[src/rtl/dlfloat16_fetch_unit_if.sv]
// Fetch-unit bus bundle: instruction-memory read port, redirect input and
// the valid/ready instruction stream toward the decoder.
interface dlfloat16_fetch_unit_if #(
    parameter int ADDR_W = 32,
    parameter int DEPTH  = 4
);
    localparam int CNT_W = $clog2(DEPTH) + 1;

    logic              imem_req;
    logic [ADDR_W-1:0] imem_addr;
    logic [31:0]       imem_rdata;
    logic              redirect;
    logic [ADDR_W-1:0] redirect_pc;
    logic [31:0]       instr;
    logic [ADDR_W-1:0] instr_pc;
    logic              instr_valid;
    logic              instr_ready;
    logic [CNT_W-1:0]  fifo_count;

    modport master (
        output imem_req, imem_addr, instr, instr_pc, instr_valid, fifo_count,
        input  imem_rdata, redirect, redirect_pc, instr_ready
    );

    modport slave (
        input  imem_req, imem_addr, instr, instr_pc, instr_valid, fifo_count,
        output imem_rdata, redirect, redirect_pc, instr_ready
    );
endinterface

[src/rtl/dlfloat16_fetch_unit.sv]
// Instruction fetch: PC, 1-cycle-latency memory read, prefetch FIFO of
// {instr, pc} pairs and a flushing redirect path feeding the decoder.
module dlfloat16_fetch_unit #(
    parameter int                ADDR_W   = 32,
    parameter int                DEPTH    = 4,
    parameter logic [ADDR_W-1:0] RESET_PC = '0
) (
    input  logic                 clk,
    input  logic                 rst_n,
    dlfloat16_fetch_unit_if.master bus
);
    localparam int               PTR_W   = $clog2(DEPTH);
    localparam int               CNT_W   = PTR_W + 1;
    localparam logic [CNT_W:0]   DEPTH_L = (CNT_W + 1)'(DEPTH);

    function automatic logic [ADDR_W-1:0] align_pc(input logic [ADDR_W-1:0] a);
        return {a[ADDR_W-1:2], 2'b00};
    endfunction

    function automatic logic [ADDR_W-1:0] next_pc(input logic [ADDR_W-1:0] a);
        return a + ADDR_W'(4);
    endfunction

    logic [ADDR_W-1:0] pc_p0;
    logic              issue_p0;
    logic [CNT_W:0]    occ_p0;

    logic              vld_p1;
    logic [ADDR_W-1:0] pc_p1;
    logic              push_p1;

    logic [31:0]       fifo_instr [DEPTH];
    logic [ADDR_W-1:0] fifo_pc    [DEPTH];
    logic [PTR_W-1:0]  rd_ptr;
    logic [PTR_W-1:0]  wr_ptr;
    logic [CNT_W-1:0]  count;
    logic              pop;

    // p0: issue stage. Outstanding request is counted against free space so a
    // response can always be pushed; same-cycle pops are deliberately ignored.
    assign occ_p0   = {1'b0, count} + (CNT_W + 1)'(vld_p1);
    assign issue_p0 = rst_n & ~bus.redirect & (occ_p0 < DEPTH_L);

    // p1: memory response stage; a redirect drops the in-flight word.
    assign push_p1  = vld_p1 & ~bus.redirect;
    assign pop      = bus.instr_valid & bus.instr_ready & ~bus.redirect;

    always_ff @(posedge clk) begin
        if (!rst_n) begin
            pc_p0  <= RESET_PC;
            vld_p1 <= 1'b0;
            count  <= '0;
            rd_ptr <= '0;
            wr_ptr <= '0;
        end else if (bus.redirect) begin
            pc_p0  <= align_pc(bus.redirect_pc);
            vld_p1 <= 1'b0;
            count  <= '0;
            rd_ptr <= '0;
            wr_ptr <= '0;
        end else begin
            vld_p1 <= issue_p0;
            if (issue_p0) begin
                pc_p0 <= next_pc(pc_p0);
            end
            if (push_p1) begin
                wr_ptr <= wr_ptr + PTR_W'(1);
            end
            if (pop) begin
                rd_ptr <= rd_ptr + PTR_W'(1);
            end
            case ({push_p1, pop})
                2'b10:   count <= count + CNT_W'(1);
                2'b01:   count <= count - CNT_W'(1);
                default: count <= count;
            endcase
        end
    end

    always_ff @(posedge clk) begin
        if (issue_p0) begin
            pc_p1 <= pc_p0;
        end
        if (push_p1) begin
            fifo_instr[wr_ptr] <= bus.imem_rdata;
            fifo_pc[wr_ptr]    <= pc_p1;
        end
    end

    // p2: FIFO head presented combinationally; everything is forced quiet in reset.
    assign bus.imem_req    = issue_p0;
    assign bus.imem_addr   = pc_p0;
    assign bus.instr_valid = rst_n & (count != '0);
    assign bus.instr       = rst_n ? fifo_instr[rd_ptr] : '0;
    assign bus.instr_pc    = rst_n ? fifo_pc[rd_ptr] : '0;
    assign bus.fifo_count  = rst_n ? count : '0;
endmodule

[src/flat_wrapper.sv]
// flat-port wrapper written by rule: the top's interface ports become plain ports
module dlfloat16_fetch_unit_flat 
#(
    parameter int                ADDR_W   = 32,
    parameter int                DEPTH    = 4,
    parameter logic [ADDR_W-1:0] RESET_PC = '0
)
  (clk, rst_n, bus_imem_req, bus_imem_addr, bus_instr, bus_instr_pc, bus_instr_valid, bus_fifo_count, bus_imem_rdata, bus_redirect, bus_redirect_pc, bus_instr_ready);
  dlfloat16_fetch_unit_if #(.ADDR_W(ADDR_W), .DEPTH(DEPTH)) bus_i ();
  input  logic clk;
  input  logic rst_n;
  output wire logic [$bits(bus_i.imem_req)-1:0] bus_imem_req;
  output wire logic [$bits(bus_i.imem_addr)-1:0] bus_imem_addr;
  output wire logic [$bits(bus_i.instr)-1:0] bus_instr;
  output wire logic [$bits(bus_i.instr_pc)-1:0] bus_instr_pc;
  output wire logic [$bits(bus_i.instr_valid)-1:0] bus_instr_valid;
  output wire logic [$bits(bus_i.fifo_count)-1:0] bus_fifo_count;
  input wire logic [$bits(bus_i.imem_rdata)-1:0] bus_imem_rdata;
  input wire logic [$bits(bus_i.redirect)-1:0] bus_redirect;
  input wire logic [$bits(bus_i.redirect_pc)-1:0] bus_redirect_pc;
  input wire logic [$bits(bus_i.instr_ready)-1:0] bus_instr_ready;
  assign bus_imem_req = bus_i.imem_req;
  assign bus_imem_addr = bus_i.imem_addr;
  assign bus_instr = bus_i.instr;
  assign bus_instr_pc = bus_i.instr_pc;
  assign bus_instr_valid = bus_i.instr_valid;
  assign bus_fifo_count = bus_i.fifo_count;
  assign bus_i.imem_rdata = bus_imem_rdata;
  assign bus_i.redirect = bus_redirect;
  assign bus_i.redirect_pc = bus_redirect_pc;
  assign bus_i.instr_ready = bus_instr_ready;
  dlfloat16_fetch_unit #(.ADDR_W(ADDR_W), .DEPTH(DEPTH), .RESET_PC(RESET_PC)) u_core (.clk(clk), .rst_n(rst_n), .bus(bus_i));
endmodule
[config.mk]
export PLATFORM = sky130hd
export DESIGN_NAME = dlfloat16_fetch_unit_flat
export DESIGN_NICKNAME = d
export VERILOG_FILES = /design/src/rtl/dlfloat16_fetch_unit_if.sv /design/src/rtl/dlfloat16_fetch_unit.sv /design/src/flat_wrapper.sv
export SDC_FILE = /design/constraint.sdc
export NUM_CORES = 1
export LEC_CHECK = 0
export ABC_AREA = 1
export CAP_MARGIN = 10
export CORE_UTILIZATION = 42
export CTS_CLUSTER_SIZE = 10
export DETAILED_ROUTE_END_ITERATION = 10
export MAX_ROUTING_LAYER = met4
export SYNTH_ARGS = -nofsm -noshare
export SYNTH_HDL_FRONTEND = slang
export SYNTH_SLANG_ARGS = --single-unit
[constraint.sdc]
create_clock -name clk -period 4.8 [get_ports clk]
set_input_delay 0.72 -clock clk [delete_from_list [all_inputs] [get_ports clk]]
set_output_delay 0.72 -clock clk [all_outputs]
set_load 0.02 [all_outputs]
# Word level (Yosys, flattened, before mapping)
# Memory sizes are Yosys's and may differ from the RTL's. A register that Yosys moved wholly into a read port is not among the register bits.
# Cells that the tools add are included.
# classes
n_addsub	6
n_mul	0
n_div	0
n_lt_le_gt_ge	1
eq_ne	2
shifts	0
mux	12
n_bitwise	8
n_reduce_logical	4
# op_table
op	n
$mux W32	4
$add A32 B3 Y32 const B	1
$mux W2	4
$and A1 B1 Y1	6
$pmux W3 S2	1
$add A2 B1 Y2 const B	2
$add A3 B1 Y4	1
$lt A4 B3 Y1 const B	1
$reduce_bool A2 Y1	2
$add A3 B1 Y3 const B	1
$mux W3	1
$reduce_bool A3 Y1	1
$sub A3 B1 Y3 const B	1
$eq A2 B1 Y1 const B	1
$eq A2 B2 Y1 const B	1
$mux W1	2
$not A1 Y1	2
$reduce_or A2 Y1	1
# totals
regBits	72
latchBits	0
ramBits	256
romBits	0
inputBits	68
memories	2
# memory_table
name	words	word_bits	read_ports	rd_ports_with_merged_regs	write_ports	line	source
u_core.fifo_instr	4	32	1	1	1	dlfloat16_fetch_unit.sv:32	logic [31:0] fifo_instr [DEPTH];
u_core.fifo_pc	4	32	1	1	1	dlfloat16_fetch_unit.sv:33	logic [ADDR_W-1:0] fifo_pc [DEPTH];

# Longest topological paths before layout
# logic_depth
word_depth	6
ltp_mapped	12

# Worst setup path before layout
# Ideal clock, no wire load.
# synth_timing
kind	input-to-reg
startpoint	in bus_redirect
endpoint	mem u_core.fifo_instr[0][0] (enable)
arrival_time_ns	3.633
required_ns	4.318
path_slack_ns	0.685
cell_stages	3
n_path_buf	0
path_cell_list	inv_1 nand2_1 nor2_1
# synth_between
elab_chain_cells	4
# synth_rtl
item	line	source
start: declaration	flat_wrapper.sv:19	input wire logic [$bits(bus_i.redirect)-1:0] bus_redirect;
$not A1 Y1	dlfloat16_fetch_unit.sv:45	assign push_p1 = vld_p1 & ~bus.redirect;
$and A1 B1 Y1	dlfloat16_fetch_unit.sv:45	
$mux W1	dlfloat16_fetch_unit.sv:84	if (push_p1) begin
$mux W1 (not written as such)	dlfloat16_fetch_unit.sv:85	fifo_instr[wr_ptr] <= bus.imem_rdata;
end: declaration	dlfloat16_fetch_unit.sv:32	
# No other way between the ends.

==> impl_results.md <==
* Status: finished, final reports clean
* Layout Nets at around 1.4k
* Routed WL at 30000 µm
* GRT Overall Usage at 19.57%
* Clk pwr share at 42.8%
* Vias at 9019
* Initial core utilization at 42.80%
* Critical path's slowest cell: buf_4
* Antenna viol nets, final at 0
* Final non-filler cell total at 1778
* Placer Congestion at 0.9083
* Synth Register Bits at 318
* Worst setup SP type: register
* Worst clock skew at 13.32 ps
* Post-synth EDFFs at 278
* Core area at 30590 µm²
* Clock slew at reported path FFs at 60 ps
* Initial antenna violation count at 0
* Pre-antenna DRT Iters at 5
* Num CTS Buffers at 38
* Final setup violation count at 0
* Leakage power at 0.005568 µW
* Hold WS at slightly below 500 ps
* Number of antenna diodes at 0
* I/O pins at ~170
* DIE AREA at 31880 µm²
* Async S/R FF share, synth at 0%
* CTS Buffer Depth at 3
* Multi-input gate area at 3378 µm²
* Routed length per instance at 16.87 µm
* Vias in the first global route at 8491
* H-tree depth at 2
* Sw Ratio at 20.48%
* Synthesis-to-finish area growth at 24.02%
* Final min period at about 4100 ps
* Filler cells at ~2.7k
* Slew Viols, Final at 0
* Gr ovfl total at 0
* CTS tree: built
* Die Y at 178.6 µm
* Global-route wire length before repair at around 46000 µm
* HP Class: reg2reg
* Sequential share of the synthesized area at a little over two thirds
* Via density at about 5.1
* Cell Area, Synth at 13090 µm²
* DRT iter0 DRCs at 583
* Maxcap violations at 0
* Cell-by-cell trace of the critical path: buf_4 > buf_4 > nor2_1 > nor2_1 > o21ai_0 > a21oi_1 > clkdlybuf4s50_1
* Tcrit/Tclk final at 84.40%
* Share of cells above drive strength 1 at 5.933%
* Worst skew pair latency at 510 ps
* P_int at about 4800 µW
* YS warnings at 0
* Critical Path Fanout Max at 66
* Endpoints failing hold at 0
* PD cells at 372.5 nW/µm²
* Max stage delay on crit path at 710 ps
* Synth cell types at 35
* Main synth FF type: edfxtp_1
* Mapped Cells at 1203
* Dpl cells at 1719
* Endpoint type of the worst setup path: output port
* Worst path required time at approximately 4000 ps
* Dpl hpwl at 16990 µm
* Logic pwr share at 5.7%
* Register Area at 9154 µm²
* Tightest Pin Transition at between 900 and 1000 ps
* RSZ-0062 raised after global routing: false
* DRC at 0
* Sequential power share at around half
* Max Clk Rate at 0.2468 GHz
* Post-CTS Setup Repair Bufs at 0
* Sink Count at 318
* Row count at 64
* Worst setup path class: reg2out
* Peak supply drop at roughly 0.22 mV
* Worst Path Arrival at 3330 ps
* Hold_buf cts at 0
* Post-Route Setup TNS at 0 ps
* Largest net degree at the start of global routing at 67
* Count of input and output buffers at around 160
* Die Width at 178.6 µm
* Post-synthesis average cell area at 10.88 µm²
* Net switching power at 1239 µW
* Post-CTS Resized at 0
* Max_slew headroom at about 39%
* CTS root buf: clkbuf_16
==> placed cells by master (no fill, tap or decap), types with 3 or more instances in the layout <==
master / synthesis / layout
clkbuf_16: 0 / 41
clkbuf_1: 33 / 15
inv_1: 76 / 76
ha_1: 6 / 6
edfxtp_1: 278 / 278
nor2_1: 291 / 287
nand3_1: 39 / 39
o21ai_1: 17 / 17
conb_1: 1 / 4
nand2_1: 118 / 118
nor2_4: 1 / 5
buf_12: 0 / 3
clkdlybuf4s50_1: 0 / 162
and2_1: 3 / 3
a21oi_1: 95 / 95
nor2_2: 7 / 7
o211ai_1: 3 / 3
dfxtp_1: 40 / 38
buf_4: 5 / 13
o21ai_0: 146 / 146
==> power by group through the flow <==
stage / clock network, µW / registers (µW) / logic (µW)
4_1_cts: 2650 / 3110 / 349
5_1_grt: 2760 / 3120 / 379
3_5_place_dp: 0 / 3170 / 347
6_report: 2590 / 3110 / 346
2_1_floorplan: 0 / 3170 / 152
3_3_place_gp: 0 / 3160 / 344
==> synthesized netlist by cell type (2+ instances only) <==
cell | instances | share of area (%)
ha_1 | 6 | 0.57
dfxtp_1 | 40 | 6.1
xnor2_1 | 2 | 0.13
buf_6 | 4 | 0.34
buf_2 | 16 | 0.61
o211ai_1 | 3 | 0.17
a21oi_1 | 95 | 3.6
buf_1 | 3 | 0.086
edfxtp_1 | 278 | 64
clkbuf_1 | 33 | 0.95
inv_2 | 3 | 0.086
nand2_1 | 118 | 3.4
o21ai_0 | 146 | 5.6
a31oi_1 | 2 | 0.096
nand3_1 | 39 | 1.5
nor2_2 | 7 | 0.33
inv_1 | 76 | 2.2
xor2_1 | 2 | 0.13
buf_4 | 5 | 0.29
o21ai_1 | 17 | 0.65
nand2_2 | 2 | 0.096
and2_1 | 3 | 0.14
nor2_1 | 291 | 8.3
==> routing by layer <==
layer | global-route usage [%] | wire, µm | vias to the layer above
met5 | - | 0 | -
met4 | 5.508 | 580 | 0
met3 | 3.282 | 1787 | 45
met2 | 31.46 | 14320 | 274
met1 | 25.58 | 13310 | 4272
li1 | - | - | 4428
==> final timing paths <==
check	startpoint	to	slack, ps	cells after the start
min reg2reg	u_core.pc_p1[12]	u_core.fifo_pc[0][12]	490	0
max	register	bus_instr[19]	750	7
max reg2reg	u_core.count[0]	u_core.count[2]	2670	11
min	u_core.pc_p1[12]	u_core.fifo_pc[0][12]	490	0
==> kinds of logic (layout without fill, tap and decap cells) <==
kind of cell	after synthesis	after routing	share of synthesized area, %
AOI/OAI and AO/OA	264	264	10.19
xor gates and xnor gates	4	4	0.2677
adders and majority gates	7	7	0.7264
buffers and inverters	142	318	4.626
DFF	318	318	69.88
other	1	4	0.02864
and+or+nand+nor	467	467	14.28
==> cell type report <==
class | count | area share (%)
Tap cell | 396 | 3.052
Clock inverter | 3 | 0.2312
Inverter | 81 | 1.904
Multi-Input combinational cell | 746 | 20.81
Sequential cell | 318 | 56.38
Clock buffer | 56 | 6.666
Timing Repair Buffer | 178 | 10.96
==> registers in the layout, indices dropped and copies added, names as in the netlist, named ones only <==
signal and count:
u_core.bus.imem_addr 30, u_core.count 3, u_core.fifo_pc 120, u_core.fifo_instr 128, u_core.vld_p1 1, u_core.rd_ptr 2
u_core.wr_ptr 2, u_core.pc_p1 30
==> per-stage QoR <==
step / power [µW] / setup slack (ps) / util, % / cell area [µm²]
finish: 6047 / 748.8 / 53.08 / 16240
global route: 6251 / 483.0 / 53.08 / 16240
CTS: 6107 / 678.6 / 53.08 / 16240
detailed placement: 3513 / 1070 / 49.42 / 15120
global placement: 3509 / 1100 / 49.42 / 15120
floorplan: 3321 / 684.5 / - / 13100
==> worst max-delay path, delay by kind of cell, from the launching register on <==
| kind | cells | cell delay [ps] |
|---|---|---|
| buffers and inverters | 3 | 1870 |
| flip-flops | 1 | 360 |
| AO/OA/AOI/OAI | 2 | 320 |
| AND/OR/NAND/NOR | 2 | 220 |
Power figures use the tool's default switching activity.
